$ cat config.mk
export PLATFORM = sky130hd
export DESIGN_NAME = apb_master_arb
export DESIGN_NICKNAME = d
export VERILOG_FILES = /design/src/rtl/apb_pkg.sv /design/src/rtl/apb_rr_arbiter.sv /design/src/rtl/apb_master_arb.sv
export SDC_FILE = /design/constraint.sdc
export NUM_CORES = 1
export LEC_CHECK = 0
export ABC_AREA = 1
export CAP_MARGIN = 10
export CELL_PAD_IN_SITES_DETAIL_PLACEMENT = 0
export CELL_PAD_IN_SITES_GLOBAL_PLACEMENT = 1
export CORE_ASPECT_RATIO = 1.2
export CORE_MARGIN = 2
export CORE_UTILIZATION = 26
export DETAILED_ROUTE_END_ITERATION = 12
export PLACE_DENSITY = 0.77
export SLEW_MARGIN = 20
export SYNTH_ARGS = -nofsm -noshare
export SYNTH_HDL_FRONTEND = slang
export SYNTH_HIERARCHICAL = 1
export SYNTH_SLANG_ARGS = --single-unit
$ cat constraint.sdc
create_clock -name PCLK -period 2.1 [get_ports PCLK]
set_input_delay 0.42 -clock PCLK [delete_from_list [all_inputs] [get_ports PCLK]]
set_output_delay 0.42 -clock PCLK [all_outputs]
set_load 0.005 [all_outputs]
$ cat src/rtl/apb_pkg.sv
// Shared types and defaults for the arbitrated APB4 master.
package apb_pkg;

  localparam int unsigned NumReqDefault  = 2;
  localparam int unsigned TimeoutDefault = 16;
  localparam int unsigned WaitCntW       = 5;

  typedef enum logic [1:0] {
    StIdle,
    StSetup,
    StAccess
  } apb_state_e;

endpackage

$ cat src/rtl/apb_rr_arbiter.sv
// Combinational round-robin arbiter: the requester after `last` has highest priority.
module apb_rr_arbiter #(
  parameter int unsigned NUM_REQ = 2,
  parameter int unsigned IDX_W   = 1
) (
  input  logic [NUM_REQ-1:0] req,
  input  logic [IDX_W-1:0]   last,
  output logic [NUM_REQ-1:0] gnt
);

  logic [IDX_W-1:0] idx;
  logic             found;

  always_comb begin
    gnt   = '0;
    found = 1'b0;
    idx   = '0;
    // Walk NUM_REQ positions starting one past the last grant, wrapping to 0.
    for (int i = 1; i <= int'(NUM_REQ); i++) begin
      idx = IDX_W'((int'(last) + i) % int'(NUM_REQ));
      if (!found && req[idx]) begin
        gnt[idx] = 1'b1;
        found    = 1'b1;
      end
    end
  end

endmodule

$ cat src/rtl/apb_master_arb.sv
// APB4 master shared by NUM_REQ requesters with round-robin arbitration and a
// PREADY timeout that aborts the transfer with an error response.
module apb_master_arb
  import apb_pkg::*;
#(
  parameter int unsigned NUM_REQ = NumReqDefault,
  parameter int unsigned TIMEOUT = TimeoutDefault
) (
  input  logic                     PCLK,
  input  logic                     PRESET,
  input  logic [NUM_REQ-1:0]       req_transfer,
  input  logic [NUM_REQ-1:0]       req_write,
  input  logic [NUM_REQ-1:0][31:0] req_addr,
  input  logic [NUM_REQ-1:0][31:0] req_wdata,
  input  logic [NUM_REQ-1:0][3:0]  req_strb,
  input  logic [NUM_REQ-1:0][2:0]  req_prot,
  output logic [NUM_REQ-1:0]       req_grant,
  output logic [NUM_REQ-1:0]       req_done,
  output logic [31:0]              req_rdata,
  output logic                     req_slverr,
  output logic                     PSEL,
  output logic                     PENABLE,
  output logic                     PWRITE,
  output logic [31:0]              PADDR,
  output logic [31:0]              PWDATA,
  output logic [3:0]               PSTRB,
  output logic [2:0]               PPROT,
  input  logic [31:0]              PRDATA,
  input  logic                     PREADY,
  input  logic                     PSLVERR
);

  localparam int unsigned IdxW = (NUM_REQ > 1) ? $clog2(NUM_REQ) : 1;

  apb_state_e          state_q;
  logic [IdxW-1:0]     last_q;
  logic [IdxW-1:0]     cur_q;
  logic [IdxW-1:0]     win_idx;
  logic [WaitCntW-1:0] wait_q;
  logic [NUM_REQ-1:0]  masked_req;
  logic [NUM_REQ-1:0]  win;

  // A requester whose done pulse is out this cycle has not yet dropped its request.
  assign masked_req = req_transfer & ~req_done;

  apb_rr_arbiter #(
    .NUM_REQ(NUM_REQ),
    .IDX_W  (IdxW)
  ) u_arb (
    .req (masked_req),
    .last(last_q),
    .gnt (win)
  );

  always_comb begin
    win_idx = '0;
    for (int i = 0; i < int'(NUM_REQ); i++) begin
      if (win[i]) win_idx = IdxW'(i);
    end
  end

  always_ff @(posedge PCLK) begin
    if (PRESET) begin
      state_q    <= StIdle;
      last_q     <= IdxW'(NUM_REQ - 1);
      cur_q      <= '0;
      wait_q     <= '0;
      req_grant  <= '0;
      req_done   <= '0;
      req_rdata  <= '0;
      req_slverr <= 1'b0;
      PSEL       <= 1'b0;
      PENABLE    <= 1'b0;
      PWRITE     <= 1'b0;
      PADDR      <= '0;
      PWDATA     <= '0;
      PSTRB      <= '0;
      PPROT      <= '0;
    end else begin
      req_done <= '0;
      unique case (state_q)
        StIdle: begin
          if (|masked_req) begin
            state_q   <= StSetup;
            last_q    <= win_idx;
            cur_q     <= win_idx;
            req_grant <= win;
            PSEL      <= 1'b1;
            PENABLE   <= 1'b0;
            PWRITE    <= req_write[win_idx];
            PADDR     <= req_addr[win_idx];
            PWDATA    <= req_wdata[win_idx];
            PSTRB     <= req_write[win_idx] ? req_strb[win_idx] : 4'b0000;
            PPROT     <= req_prot[win_idx];
          end
        end
        StSetup: begin
          state_q <= StAccess;
          PENABLE <= 1'b1;
          wait_q  <= '0;
        end
        StAccess: begin
          if (PREADY) begin
            state_q         <= StIdle;
            PSEL            <= 1'b0;
            PENABLE         <= 1'b0;
            req_grant       <= '0;
            req_done[cur_q] <= 1'b1;
            req_rdata       <= PWRITE ? 32'h0 : PRDATA;
            req_slverr      <= PSLVERR;
          end else if (wait_q == WaitCntW'(TIMEOUT - 1)) begin
            state_q         <= StIdle;
            PSEL            <= 1'b0;
            PENABLE         <= 1'b0;
            req_grant       <= '0;
            req_done[cur_q] <= 1'b1;
            req_rdata       <= 32'h0;
            req_slverr      <= 1'b1;
          end else begin
            wait_q <= wait_q + 1'b1;
          end
        end
        default: state_q <= StIdle;
      endcase
    end
  end

endmodule

==> results.py, run 1 <==
metrics = {
    "power_and_ir_drop": {
        "pwr-share-clk_pct": 39.6,
        "p_total_mw": 7.27,
        "intPower_mw": 5.28,
        "power.leakage_nw": 3.87,
        "p_sw_share_pct": 27.4,
        "comb_power_share_pct": 24.3,
        "power.density_mw_per_mm2": 779,
        "pwr-share-seq_pct": 36.1,
        "ir_worst_vdd_uv": 506,
        "p_switching_mw": 1.99,
    },
    "global_route": {
        "antenna_found_initial": 0,
        "grtUsageTotal_pct": 16.0,
        "gr-total-overflow": 0,
        "grt_first_pass_wirelength_mm": 27.6,
        "grt_max_degree": 55,
        "grt_pass1_vias": 5453,
    },
    "clocking": {
        "postCtsHoldBufs": 0,
        "cts_setup_buffers": 0,
        "cts_buffer_depth": 2,
        "clk_latency_ps": 410,
        "cts_resized": 0,
        "clkTransAtPathRegs_ps": 60,
        "cts_sinks": 120,
        "h-tree-depth": 4,
        "cts_buffers": 17,
        "cts_root_buf": "clkbuf_16",
        "cts_tree": "built",
    },
    "place": {
        "pre_cts_slack_ps": -8.97,
        "portBuffers": 292,
        "dpl.hpwl_mm": 13.3,
        "gp_congestion": 0.813,
    },
    "cells_and_area": {
        "n_fill_cell": 2155,
        "drive_gt1_share_pct": 7.10,
        "final_cell_mix": "292 x clkdlybuf4s50_1, 143 x nor2_1, 135 x o21ai_0",
        "final_common_cell": "clkdlybuf4s50_1",
        "n_antenna_cell": 0,
        "nets": 1259,
        "area_delta_synth_final_pct": 69.8,
    },
    "timing": {
        "finalCritPeriodShare_pct": 85.6,
        "rsz0062_at_grt": "false",
        "timing.final.ws_setup_ps": 301,
        "finalHoldViolCount": 0,
        "tightest_slew_ps": 344,
        "skew_ps": 7.75,
        "setup_viol": 0,
        "relSlewSlack_pct": 77.0,
        "finalCriticalPeriod_ps": 1800,
        "max_freq_ghz": 0.556,
        "slew_violations": 0,
    },
    "floorplanning": {
        "rows": 58,
        "io_pins": 293,
        "die_h_um": 163,
        "initial_core_util_pct": 26.4,
        "dieArea_mm2": 0.0223,
        "core_mm2": 0.0208,
        "die_w_um": 137,
    },
    "route": {
        "drc": 0,
        "final_antenna_net_count": 0,
        "vias_per_cell": 4.28,
        "wl_per_cell_um": 13.3,
        "dr.pass1.iters": 4,
        "drt-total-wl_mm": 18.0,
        "first_iter_violations": 198,
        "via_count": 5804,
    },
    "min_path": {
        "hold_start": "cur_q$_SDFFE_PP0P_",
        "min_to": "req_done[1]$_SDFF_PP0_",
        "hold_class": "reg2reg",
        "hold_depth": 2,
    },
    "yosys": {
        "synth.ff_latch_count": 120,
        "yosys_warnings": 6,
        "netlist_instances": 793,
        "syn-num-nets": 980,
        "avgSynthCellArea_um2": 6.92,
        "synth.distinct_cells": 26,
        "synth_area_mm2": 0.00549,
        "ys_seq_area_share_pct": 43.7,
    },
    "critical_path": {
        "critPathMaxFanout": 11,
        "critPathRequiredTime_ps": 2400,
        "critPathSlowestCell": "dfxtp_1",
        "path_cells": "ha_1, nand2_1, nor2_1, ha_1, nor2_1, nand2_1, nand2_1, nand3_1, nand3_1, nor2_1",
        "timing.rr.end": "wait_q[3]$_SDFFE_PP0P_",
        "cpLargestDelayFamily": "simple AND/OR/NAND/NOR gates",
        "reg2reg_slack_ps": 300,
        "reg2reg_from": "wait_q[0]$_SDFFE_PP0P_",
        "worstSetupEndpointType": "flop",
        "r2r_cells": 10,
        "crit_path_start_kind": "flop",
        "arrival_ps": 2100,
        "slowest_delay_ps": 330,
        "crit_type": "reg2reg",
        "worst-path-buf-inv": 0,
    },
    "flow_run": {
        "maxCapViolCount": 0,
    },
    "outcome": {
        "outcome": "finished clean",
    },
}
## worst min-delay path: cells and delay by family (launching register included)
kind                   cells  cell delay [ps]
DFF                        1              330
buffers and inverters      1               50
and+or+nand+nor            1               40
## registers in the layout, summed over array words and instances, names as in the netlist, 2 cells and up
name / count
PADDR: 32
PPROT: 3
PSTRB: 4
PWDATA: 32
req_done: 2
req_grant: 2
req_rdata: 32
state_q: 2
wait_q: 5
## Yosys cell counts (all sizes together)
cell type  instances  area, um^2
a21boi             1        11.3
a21oi             16        83.8
and3               1        6.26
buf               39         295
clkbuf            15        57.6
dfxtp            120        2400
ha                 5        62.6
inv               92         345
nand2            134         526
nand3             44         220
nand4              3        18.8
nor2             145         549
nor3               2        10.0
o21ai            173         885
o22ai              1        6.26
or2                2        12.5
## kinds of logic after synthesis
| group | after synthesis | synth area share (%) |
|---|---|---|
| buf+inv | 146 | 12.7 |
| flops | 120 | 43.7 |
| simple gates | 331 | 24.4 |
| compound gates | 191 | 18.0 |
| fa+ha+maj | 5 | 1.14 |
## through the flow
stage          cell area (um^2)  cells  TNS, ps  hold WS, ps  utilization (%)
2_1_floorplan              5490    793        0          413                -
3_3_place_gp               8730   1323  -0.0429          452             41.9
3_5_place_dp               8730   1323    -29.7          457             41.9
4_1_cts                    9330   1355        0          465             44.8
5_1_grt                    9330   1355        0          478             44.8
6_report                   9330   1355        0          459             44.8
## layout make-up
| cell class | instances | area [um^2] | area share, % |
|---|---|---|---|
| clock buffer | 18 | 439 | 4.71 |
| clock inverter | 14 | 151 | 1.62 |
| inverter | 92 | 345 | 3.70 |
| multi-input combinational | 527 | 2400 | 25.7 |
| sequential | 120 | 2400 | 25.8 |
| tap | 270 | 338 | 3.62 |
| timing repair buffer | 314 | 3250 | 34.9 |
## layer usage
layer	global-route usage, %	up-vias	part of all wire, %
li1	-	3072	-
met1	17.9	2516	41
met2	27.8	195	49
met3	4.97	21	7.9
met4	6.77	0	2.0
met5	0	-	0
## power groups by stage
stage	Combinational, mW	Clock (mW)	Sequential (mW)
4_1_cts	1.80	2.98	2.63
6_report	1.76	2.88	2.62
2_1_floorplan	0.765	0	2.68
3_5_place_dp	1.79	0	2.67
5_1_grt	1.96	3.08	2.65
3_3_place_gp	1.80	0	2.67
## worst max path at each step
stage / from / cells past startpoint / slack, ps / end
floorplan: wait_q[0]$_SDFFE_PP0P_ / 9 / 560 / req_rdata[14]$_SDFFE_PP0P_
global placement: req_transfer[1] / 9 / -0.04 / PWDATA[7]$_SDFFE_PP0P_
detailed placement: req_transfer[1] / 9 / -9 / PWDATA[27]$_SDFFE_PP0P_
CTS: wait_q[0]$_SDFFE_PP0P_ / 10 / 290 / wait_q[3]$_SDFFE_PP0P_
global route: wait_q[0]$_SDFFE_PP0P_ / 10 / 120 / wait_q[3]$_SDFFE_PP0P_
finish: wait_q[0]$_SDFFE_PP0P_ / 10 / 300 / wait_q[3]$_SDFFE_PP0P_
Power figures use the tool's default switching activity.
==> run 2, diff against run 1 <==
CORE_MARGIN = default   (was 2)
==> results.py, run 2 (synthesis results as in run 1) <==
metrics = {
    "critical_path": {
        "critPathRequiredTime_ps": 2400,
        "arrival_ps": 2090,
        "cp-startpoint": "wait_q[0]$_SDFFE_PP0P_",
        "crit_path_start_kind": "flop",
        "crit_type": "reg2reg",
        "worstSetupEndpointType": "flop",
        "critPathMaxFanout": 11,
        "reg2reg_from": "wait_q[0]$_SDFFE_PP0P_",
    },
    "place": {
        "portBuffers": 292,
        "dpl.hpwl_mm": 13.0,
        "gp_congestion": 0.801,
        "placed_area_mm2": 0.00866,
    },
    "clocking": {
        "clkTransAtPathRegs_ps": 60,
        "cts_resized": 0,
        "cts_sinks": 120,
        "clk_latency_ps": 410,
        "postCtsHoldBufs": 0,
        "cts_buffers": 17,
        "h-tree-depth": 4,
        "cts_tree": "built",
        "cts_setup_buffers": 0,
        "cts_buffer_depth": 2,
        "cts_root_buf": "clkbuf_16",
    },
    "timing": {
        "skew_ps": 12.4,
        "rsz0062_at_grt": "false",
        "finalHoldViolCount": 0,
        "finalCriticalPeriod_ps": 1790,
        "relSlewSlack_pct": 54.9,
        "tightest_slew_ps": 677,
        "whs_ps": 442,
        "max_freq_ghz": 0.558,
        "setup_viol": 0,
        "slew_violations": 0,
        "finalCritPeriodShare_pct": 85.3,
    },
    "cells_and_area": {
        "drive_gt1_share_pct": 6.30,
        "fin_area_mm2": 0.00926,
        "reg.largest.list": "PADDR (32), PWDATA (32), req_rdata (32)",
        "final_cell_mix": "292 x clkdlybuf4s50_1, 143 x nor2_1, 135 x o21ai_0",
        "area_delta_synth_final_pct": 68.6,
        "nets": 1253,
        "final_common_cell": "clkdlybuf4s50_1",
        "final_util_pct": 45.2,
    },
    "route": {
        "final_antenna_net_count": 0,
        "dr.pass1.iters": 4,
        "via_count": 5792,
        "first_iter_violations": 226,
        "drt-total-wl_mm": 17.8,
        "drc": 0,
        "vias_per_cell": 4.31,
        "wl_per_cell_um": 13.2,
    },
    "floorplanning": {
        "die_w_um": 135,
        "initial_core_util_pct": 26.8,
        "dieArea_mm2": 0.0217,
        "die_h_um": 161,
        "rows": 57,
        "io_pins": 293,
        "core_mm2": 0.0205,
    },
    "global_route": {
        "antenna_found_initial": 1,
        "grt_max_degree": 71,
        "gr-total-overflow": 0,
        "grtUsageTotal_pct": 16.4,
        "grt_first_pass_wirelength_mm": 27.9,
        "grt_pass1_vias": 5436,
    },
    "power_and_ir_drop": {
        "pwr-share-clk_pct": 40.5,
        "p_sw_share_pct": 26.7,
        "power.leakage_nw": 3.84,
        "comb_power_share_pct": 23.8,
        "pwr-share-seq_pct": 35.8,
        "intPower_mw": 5.38,
        "p_switching_mw": 1.96,
        "ir_worst_vdd_uv": 549,
        "p_total_mw": 7.34,
        "power.density_mw_per_mm2": 793,
    },
    "flow_run": {
        "maxCapViolCount": 0,
    },
    "outcome": {
        "outcome": "finished clean",
    },
    "min_path": {
        "hold_class": "reg2reg",
        "hold_start": "cur_q$_SDFFE_PP0P_",
    },
}
[run 2: cell types whose count changed in the layout (fill, tap and decap cells not counted), sizes merged]
cell,delta
clkinv,-3
clkbuf,+3
clkinvlp,-1
buf,-6
diode,+1
bufinv,+1
[run 2: final timing paths]
check / slack, ps / end / depth (start not counted)
setup reg to reg: 310 / wait_q[3]$_SDFFE_PP0P_ / 10
setup / recovery: 310 / wait_q[3]$_SDFFE_PP0P_ / 10
hold / removal: 440 / req_done[0]$_SDFF_PP0_ / 1
hold reg to reg: 440 / req_done[0]$_SDFF_PP0_ / 1
[run 2: critical path, stage by stage, from the launching register on]
cell and delay, ps:
dfxtp_1 320, ha_1 210, nand2_1 80, nor2_1 50
ha_1 170, nor2_1 150, nand2_1 260, nand2_1 240
nand3_1 90, nand3_1 70, nor2_1 40
[run 2: routing by layer]
metal / share of wire, % / GRT usage [%]
met1: 42 / 18.3
met2: 50 / 28.8
met3: 6.9 / 4.87
met4: 1.8 / 6.79
met5: 0 / 0
[run 2: cell type report]
class                           instances  area (um^2)
Multi-Input combinational cell        527         2400
Sequential cell                       120         2400
Fill cell                            2144        11200
Inverter                               92          345
Clock inverter                         11          148
Tap cell                              265          332
Antenna cell                            1         2.50
Timing Repair Buffer                  308         3180
Clock buffer                           21          450
[run 2: power by group through the flow]
stage	registers [mW]	logic [mW]	clock network [mW]
after floorplan	2.68	0.765	0
after global placement	2.67	1.78	0
after detailed placement	2.67	1.78	0
after CTS	2.63	1.78	3.07
after global routing	2.66	1.93	3.17
final	2.63	1.75	2.97
[run 2: stage by stage]
step | TNS (ps) | setup slack, ps | instances
6_report | 0 | 309 | 1345
5_1_grt | 0 | 109 | 1345
4_1_cts | 0 | 301 | 1344
3_5_place_dp | -1160 | -92.0 | 1312
3_3_place_gp | -550 | -49.4 | 1312
2_1_floorplan | 0 | 557 | 793
==> run 3, diff against run 2 <==
ABC_AREA = default   (was 1)
CORE_UTILIZATION = 28   (was 26)
MAX_ROUTING_LAYER = met4   (was default)
==> results.py, run 3 <==
metrics = {
    "route": {
        "first_iter_violations": 136,
        "final_antenna_net_count": 0,
        "vias_per_cell": 4.71,
        "drc": 0,
        "dr.pass1.iters": 4,
        "via_count": 4795,
        "drt-total-wl_mm": 16.2,
        "wl_per_cell_um": 16.0,
    },
    "floorplanning": {
        "die_w_um": 127,
        "die_h_um": 151,
        "core_mm2": 0.0182,
        "initial_core_util_pct": 28.7,
        "rows": 54,
        "dieArea_mm2": 0.0192,
        "io_pins": 293,
    },
    "yosys": {
        "yosys-top-cells-area": "dfxtp_1 46%, mux2i_1 13%, a211oi_2 13%",
        "yosys.area.top_type": "dfxtp_1",
        "synth.ff_latch_count": 120,
        "synthTopCellsByCount": "120 x dfxtp_1, 79 x nor2_1, 68 x mux2i_1, 54 x a211oi_2, 33 x a22o_1",
        "ys_seq_area_share_pct": 46.1,
        "synth.distinct_cells": 36,
        "synth_edf_count": 0,
        "netlist_instances": 482,
        "synth_area_mm2": 0.00521,
        "synth_top_area_share_pct": 46.1,
        "yosys.cell_count.top_type": "dfxtp_1",
        "avgSynthCellArea_um2": 10.8,
        "synthArstFlopShare_pct": 0,
        "synth_ff_type": "dfxtp_1",
        "syn-num-nets": 669,
        "yosys_warnings": 6,
    },
    "place": {
        "portBuffers": 292,
        "placed_area_mm2": 0.00851,
        "gp_congestion": 0.764,
        "dpl.hpwl_mm": 12.5,
        "dp.cells": 984,
    },
    "cells_and_area": {
        "area_delta_synth_final_pct": 75.3,
        "final_util_pct": 50.3,
        "reg.largest.list": "PADDR (32), PWDATA (32), req_rdata (32)",
        "nets": 967,
        "stdcell_count": 1017,
        "final_cell_mix": "291 x clkdlybuf4s50_1, 120 x dfxtp_1, 79 x nor2_1",
        "drive_gt1_share_pct": 15.4,
        "final_common_cell": "clkdlybuf4s50_1",
        "n_antenna_cell": 0,
        "fin_area_mm2": 0.00914,
    },
    "clocking": {
        "h-tree-depth": 4,
        "clkTransAtPathRegs_ps": 60,
        "cts_root_buf": "clkbuf_16",
        "cts_tree": "built",
        "cts_buffer_depth": 2,
        "cts_buffers": 17,
        "cts_setup_buffers": 0,
        "postCtsHoldBufs": 0,
        "clk_latency_ps": 410,
        "cts_sinks": 120,
    },
    "timing": {
        "rsz0062_at_grt": "false",
        "tightest_slew_ps": 624,
        "skew_ps": 9.71,
        "finalHoldViolCount": 0,
        "whs_ps": 282,
        "slew_violations": 0,
        "setup_viol": 0,
        "relSlewSlack_pct": 58.4,
        "max_freq_ghz": 0.550,
        "finalCritPeriodShare_pct": 86.6,
        "finalCriticalPeriod_ps": 1820,
    },
    "outcome": {
        "outcome": "finished clean",
    },
    "critical_path": {
        "arrival_ps": 1400,
        "timing.rr.end": "PENABLE$_SDFFE_PP0P_",
        "crit_type": "reg2out",
        "worst-path-buf-inv": 1,
        "r2r_cells": 8,
        "cp_num_cells": 1,
        "path_cells": "clkdlybuf4s50_1",
        "critPathSlowestCell": "clkdlybuf4s50_1",
        "cpLargestDelayFamily": "buffers and inverters",
        "cp-startpoint": "PWRITE$_SDFFE_PP0P_",
        "critPathRequiredTime_ps": 1680,
        "slowest_delay_ps": 570,
        "worstSetupEndpointType": "output pin",
        "crit_path_start_kind": "flop",
        "reg2reg_from": "state_q[0]$_SDFFE_PP0P_",
        "reg2reg_slack_ps": 290,
        "critPathMaxFanout": 3,
    },
    "global_route": {
        "antenna_found_initial": 0,
        "grtUsageTotal_pct": 17.2,
        "gr-total-overflow": 0,
        "grt.busiest_layer": "met2",
        "use_met2_pct": 31.3,
        "use_met3_pct": 4.95,
        "grt_first_pass_wirelength_mm": 24.6,
        "globalRouteMet1Util_pct": 17.3,
        "grt_pass1_vias": 4920,
        "grt_max_degree": 61,
    },
    "power_and_ir_drop": {
        "ir_worst_vdd_uv": 469,
        "power.leakage_nw": 3.45,
        "p_total_mw": 7.74,
        "power.density_mw_per_mm2": 847,
    },
    "flow_run": {
        "maxCapViolCount": 0,
    },
    "min_path": {
        "hold_start": "PRESET",
        "min_to": "req_slverr$_SDFFE_PP0P_",
        "hold_class": "in2reg",
        "hold_depth": 2,
    },
}
run 3: cells by family after synthesis:
group                    share of synthesized area, %
AO/OA/AOI/OAI                                    24.0
XOR/XNOR                                        0.336
multiplexers                                     13.1
AND/OR/NAND/NOR                                  9.60
buffers and inverters                            5.69
flip-flops                                       46.1
adder cells (fa/ha/maj)                          1.20
run 3: power breakdown:
part           switching (mW)  internal (mW)  total, mW
Combinational           0.836           1.20       2.04
Sequential              0.142           2.54       2.68
Clock                    1.13           1.89       3.02
run 3: layout make-up:
class,count,area (um^2)
fill,1642,9030
inverter,6,22.5
timing repair buffer,320,3270
multi-input combinational,315,2550
sequential,120,2400
clock inverter,15,193
tap,224,280
clock buffer,17,425
run 3: what timing repair did:
item	CTS	global route
gates resized for setup	1	1
setup endpoints to repair	32	32
cloned	0	1
run 3: worst max-delay path by stage:
stage,slack (ps),end
after floorplan,290,PWDATA[10]$_SDFFE_PP0P_
after global placement,-210,req_rdata[22]$_SDFFE_PP0P_
after detailed placement,-290,req_rdata[5]$_SDFFE_PP0P_
after CTS,80,req_rdata[22]$_SDFFE_PP0P_
after global routing,160,req_rdata[22]$_SDFFE_PP0P_
final,280,PWRITE
run 3: metal layers:
layer | vias to the layer above | part of all wire [%]
li1 | 2362 | -
met1 | 2193 | 40
met2 | 215 | 51
met3 | 25 | 7.1
met4 | 0 | 2.0
met5 | - | 0
run 3: through the flow:
stage | TNS (ps) | worst slack (ps)
final | 0 | 281
after CTS | 0 | 75.7
after global placement | -6760 | -212
after floorplan | 0 | 286
after detailed placement | -9290 | -289
after global routing | 0 | 164
